$ cat src/rtl/pipe_front_regs.sv
// Front-end pipeline registers: PC, IF/ID and ID/EX stages with stall/flush
// control and saturating stall/redirect performance counters.
module pipe_front_regs #(
  parameter logic [31:0] RESET_PC = 32'h0000_0000,
  parameter int          CTRL_W   = 16
) (
  input  logic              clk,
  input  logic              rst,
  input  logic              StallF,
  input  logic              StallD,
  input  logic              FlushD,
  input  logic              FlushE,
  input  logic              PCSrcE,
  input  logic [31:0]       PCTargetE,
  input  logic [31:0]       InstrF,
  input  logic [CTRL_W-1:0] CtrlD,
  input  logic [31:0]       RD1D,
  input  logic [31:0]       RD2D,
  input  logic [31:0]       ImmExtD,
  input  logic [4:0]        Rs1D,
  input  logic [4:0]        Rs2D,
  input  logic [4:0]        RdD,
  output logic [31:0]       PCF,
  output logic [31:0]       InstrD,
  output logic [31:0]       PCD,
  output logic [31:0]       PCPlus4D,
  output logic              ValidD,
  output logic [CTRL_W-1:0] CtrlE,
  output logic [31:0]       RD1E,
  output logic [31:0]       RD2E,
  output logic [31:0]       ImmExtE,
  output logic [31:0]       PCE,
  output logic [31:0]       PCPlus4E,
  output logic [4:0]        Rs1E,
  output logic [4:0]        Rs2E,
  output logic [4:0]        RdE,
  output logic              ValidE,
  output logic [15:0]       StallCount,
  output logic [15:0]       FlushCount
);

  logic [31:0] pcplus4f;
  logic        flush_d;

  assign pcplus4f = PCF + 32'd4;
  // a redirect resolved in E kills the wrong-path instruction sitting in D
  assign flush_d  = FlushD | PCSrcE;

  always_ff @(posedge clk) begin
    if (!rst) begin
      PCF        <= RESET_PC;
      InstrD     <= '0;
      PCD        <= '0;
      PCPlus4D   <= '0;
      ValidD     <= 1'b0;
      CtrlE      <= '0;
      RD1E       <= '0;
      RD2E       <= '0;
      ImmExtE    <= '0;
      PCE        <= '0;
      PCPlus4E   <= '0;
      Rs1E       <= '0;
      Rs2E       <= '0;
      RdE        <= '0;
      ValidE     <= 1'b0;
      StallCount <= '0;
      FlushCount <= '0;
    end else begin
      if (PCSrcE)
        PCF <= PCTargetE;
      else if (!StallF)
        PCF <= pcplus4f;

      if (flush_d) begin
        InstrD   <= '0;
        PCD      <= '0;
        PCPlus4D <= '0;
        ValidD   <= 1'b0;
      end else if (!StallD) begin
        InstrD   <= InstrF;
        PCD      <= PCF;
        PCPlus4D <= pcplus4f;
        ValidD   <= 1'b1;
      end

      // bubble is all-zero so it can never write the regfile or match forwarding
      if (FlushE) begin
        CtrlE    <= '0;
        RD1E     <= '0;
        RD2E     <= '0;
        ImmExtE  <= '0;
        PCE      <= '0;
        PCPlus4E <= '0;
        Rs1E     <= '0;
        Rs2E     <= '0;
        RdE      <= '0;
        ValidE   <= 1'b0;
      end else begin
        CtrlE    <= CtrlD;
        RD1E     <= RD1D;
        RD2E     <= RD2D;
        ImmExtE  <= ImmExtD;
        PCE      <= PCD;
        PCPlus4E <= PCPlus4D;
        Rs1E     <= Rs1D;
        Rs2E     <= Rs2D;
        RdE      <= RdD;
        ValidE   <= ValidD;
      end

      if (StallF && !PCSrcE && (StallCount != 16'hFFFF))
        StallCount <= StallCount + 16'd1;
      if (PCSrcE && (FlushCount != 16'hFFFF))
        FlushCount <= FlushCount + 16'd1;
    end
  end

endmodule

$ cat config.mk
export PLATFORM = sky130hd
export DESIGN_NAME = pipe_front_regs
export DESIGN_NICKNAME = d
export VERILOG_FILES = /design/src/rtl/pipe_front_regs.sv
export SDC_FILE = /design/constraint.sdc
export NUM_CORES = 1
export LEC_CHECK = 0
export CORE_AREA = 2 2 217 219
export CTS_CLUSTER_DIAMETER = 30
export CTS_CLUSTER_SIZE = 16
export DETAILED_ROUTE_END_ITERATION = 6
export DIE_AREA = 0 0 219 221
export SYNTH_ARGS = -nofsm -noshare
export SYNTH_HDL_FRONTEND = slang
export SYNTH_SLANG_ARGS = --single-unit
export TNS_END_PERCENT = 20
$ cat constraint.sdc
create_clock -name clk -period 2.5 [get_ports clk]
set_input_delay 0.5 -clock clk [delete_from_list [all_inputs] [get_ports clk]]
set_output_delay 0.5 -clock clk [all_outputs]
set_load 0.01 [all_outputs]
# [Word level (Yosys, flattened, before mapping)]
# Index checks and enable logic that the tools add are counted.
[totals] regBits=353 inputBits=198 output_inout_bits=353 wordCells=33
[classes] addsub=3 eq_ne=3 mux=2 bitwise_logic=2 reduce_logical=6
[op_table] operator="two-way mux 32 bit" count=2
[op_table] operator="adder 16 x 1 -> 16 bit (second input constant)" count=2
[op_table] operator="adder 32 x 3 -> 32 bit (second input constant)" count=1
[op_table] operator="inequality test 16 bit (second input constant)" count=2
[op_table] operator="OR reduction 2 bit" count=2
[op_table] operator="logical AND 1 bit" count=3
[op_table] operator="inequality test 2 x 1 -> 1 bit (second input constant)" count=1
[op_table] operator="zero test 1 bit" count=1
[op_table] operator="inverter 1 bit" count=1
[op_table] operator="OR 1 bit" count=1

# [Longest topological paths before layout]
[logic_depth] depth_word=3 depth_mapped=7 ltp_nobuf=6

# [Worst setup path after synthesis]
# No wires, ideal clock.
[synth_path] path_type="reg2reg" from="register PCF[2]" to="register PCPlus4D[26]" setup_time_ns=0.070 t_arrival_ns=1.938 required_time_ns=2.430 slack_ns=0.492 stages_incl_launch_ff=8 n_path_buf=1 period_less_slack_ns=2.008 cell_sequence="dfxtp_1 -> ha_1 -> nand3_1 -> nor4_2 -> buf_4 -> nand4_1 -> xor2_1 -> a21boi_1"
[synth_via] elab_chain_cells=1
[synth_lines] element="start: declaration" line_no="23" text="output logic [31:0] PCF,"
[synth_lines] element="start signal: assignment" line_no="70" text="PCF <= PCTargetE;"
[synth_lines] element="start signal: assignment" line_no="72" text="PCF <= pcplus4f;"
[synth_lines] element="adder 32 x 3 -> 32 bit" line_no="45" text="assign pcplus4f = PCF + 32'd4;"
[synth_lines] element="end signal: assignment" line_no="82" text="PCPlus4D <= pcplus4f;"
[synth_lines] element="end: declaration" line_no="26" text="output logic [31:0] PCPlus4D,"
# Every way passes these cells.
# A chain may end at the register's enable or synchronous reset.

# [Worst setup path in the final report]
[layout_path] from="register PCF[22]" to="output PCF[22]"
# No word-level cell between the ends.

==> flow_summary.toml <==
[status]
status = "complete, no violations"

[placed_design]
hpwl_um = 33690
pre_cts_slack_ns = 0.2121
placed_cell_area_mm2 = 0.01832
portBuffers = 550
place_congestion = 0.8265
place_inst = 2297

[critical_path]
worst-r2r-cell-count = 6
critPathTopFamily = "buffers and inverters"
r2r_setup_slack_ns = 0.35
start_kind = "flop"
crit_type = "reg -> out"
cpPeakStageDelay_ns = 0.70
crit_buf_inv = 1
reg2reg_from = "PCF[11]"
cp_data_arrival_time_ns = 1.84
r2r_end = "PCPlus4D[20]"
worstPathCellList = "clkdlybuf4s50_1"
cp-end-kind = "primary output"
crit_fanout = 7
slowest_stage = "clkdlybuf4s50_1"
cp_data_required_time_ns = 2.00

[power_and_ir_drop]
p_clk_share_pct = 63.1
net-switching-power_mw = 3.997
intPower_mw = 15.11
leakage_nw = 8.312
vdd_ir_drop_max_v = 0.0007073
power.density_mw_per_mm2 = 887.7
power.share.switching_pct = 20.92
total_power_mw = 19.10
pwr-share-comb_pct = 6.3
power.share.sequential_pct = 30.7

[timing]
setup_viol = 0
relSlewSlack_pct = 52.70
max_freq_mhz = 427.2
skew_ns = 0.01636
drv_slew = 0
layout_min_cycle_time_ns = 2.341
hold_slack_ns = 0.4230
setup_tns_ns = 0
hold_viol = 0
layout_setup_ws_ns = 0.1593
fin_crit_sh_pct = 93.63
rsz0062_at_grt = "no"
worst_pin_slew_ns = 0.7031

[global_route]
first_global_vias = 10841
grt_pass1_wl_um = 66650
busiest_layer = "met2"
use_met1_pct = 19.37
grt.overflow.total = 0
grt_use_total_pct = 18.37
met2_usage_pct = 31.27
grtUsageMet3_pct = 7.409
grt_max_degree = 97
antenna_found_initial = 10

[final_layout]
fin_nets = 1981
drive_above_1_share_pct = 10.60
syn2layout_area_growth_pct = 77.89
final_common_cell = "clkdlybuf4s50_1"
final_cell_mix = "548 x clkdlybuf4s50_1, 349 x dfxtp_1, 183 x and2_1"
finish.utilization_pct = 46.72
fin_area_mm2 = 0.02152
instances_no_fill = 2461

[drt]
num_vias = 10756
wl_per_cell_um = 18.58
drt_iter0_drc = 522
routed_wirelength_um = 45730
drtAntennaViolNets = 0
drt-pass1-iter-count = 5
viasPerCell = 4.371
drcViolationCount = 0

[logic_synthesis]
synth_edf_count = 0
ys_seq_area_share_pct = 57.75
async_reset_ff_share_pct = 0
synth_area_mm2 = 0.01210
yosys.area.top_type_share_pct = 57.75
ys.flop_type = "dfxtp_1"
syn_area_per_cell_um2 = 10.11
ys.warnings.count = 0
synth_top_cell_by_area = "dfxtp_1"
synth.distinct_cells = 52
synth_fp_nets = 1398
synthTopCellsByArea = "dfxtp_1 58%, and2_1 9.5%, mux2i_1 6.3%"
synth_cells = 1197
synth-seq-cells = 349

[floorplanning]
dieArea_mm2 = 0.04840
start_util_pct = 26.26
num_rows = 79
die_y_um = 221
die_x_um = 219
core_area_mm2 = 0.04606
io_pins = 551

[clock_network]
post-cts-setup-buffers = 0
cts_root_buf = "clkbuf_16"
cts_max_level = 3
cts_tree = "yes"
clock_path_buffers = 3
hold_buffers = 0
clkTransAtPathRegs_ns = 0.04
numCtsBuffers = 88
cts_resized = 0
clock_sinks = 349
clock_latency_ns = 0.60

[hold_path]
holdPathStages = 3
hold_path.class = "in -> reg"
whs_endpoint = "StallCount[1]"
hp-start = "StallF"

[flow_run]
drv_cap = 0
==> final cells by class <==
| type | instances | area [um^2] |
|---|---|---|
| fillers | 4276 | 24540 |
| multi-input cells | 746 | 4705 |
| clock buffers | 111 | 2471 |
| well taps | 607 | 759.5 |
| diodes | 5 | 12.51 |
| flip-flops and latches | 349 | 6987 |
| clock inverters | 48 | 719.4 |
| repair buffers | 580 | 5811 |
| inverters | 15 | 56.30 |
==> flip-flops by register name (all words and copies together) (netlist names), 16 cells and up <==
register	cells
RD1E	32
FlushCount	16
PCD	32
ImmExtE	32
StallCount	16
PCPlus4E	30
PCE	32
PCPlus4D	30
CtrlE	16
RD2E	32
InstrD	32
PCF	32
==> worst max-delay path by stage <==
stage,start,end,slack (ns),cells past startpoint
after floorplan,PCF[2],PCPlus4D[26],0.49,7
after global placement,PCSrcE,PCF[31],0.17,8
after detailed placement,PCSrcE,PCF[31],0.21,8
after CTS,PCF[22],PCF[22],0.07,1
after global routing,PCF[21],PCF[21],0.06,1
final,PCF[22],PCF[22],0.16,1
==> routing by layer <==
layer / wire (um) / share of wire [%]
met3: 4256 / 9.3
met4: 2103 / 4.6
met2: 22280 / 49
met1: 17050 / 37
met5: 36 / 0.079
==> kinds of logic after synthesis <==
logic type               count (synthesis)  share of synthesized area [%]
XOR/XNOR                                66                          4.778
multiplexers                            76                          6.288
buffers and inverters                  102                          3.465
adder cells (fa/ha/maj)                  3                         0.3103
AO/OA/AOI/OAI                          118                          5.699
AND/OR/NAND/NOR                        483                          21.71
flip-flops                             349                          57.75
==> power by group through the flow <==
stage	registers, mW	clock network [mW]	logic [mW]
final	5.86	12.0	1.19
after global routing	5.88	12.6	1.28
after CTS	5.87	12.3	1.22
after detailed placement	5.96	0	1.21
after global placement	5.96	0	1.20
after floorplan	5.99	0	0.378
==> synthesized netlist by cell type, types with 8 or more instances <==
cell      count
nor3_1       23
nand2_1      42
xnor2_1      28
dfxtp_1     349
mux2i_1      76
or3_1         8
and2_1      183
and4_1        9
nand3_1      24
clkbuf_1     63
buf_1         9
xor2_1       38
and3_1        9
nand4_1      22
nor2_1      127
a21oi_1      48
o21ai_0      32
nor4_1        8
inv_1        14
Power figures use the tool's default switching activity.
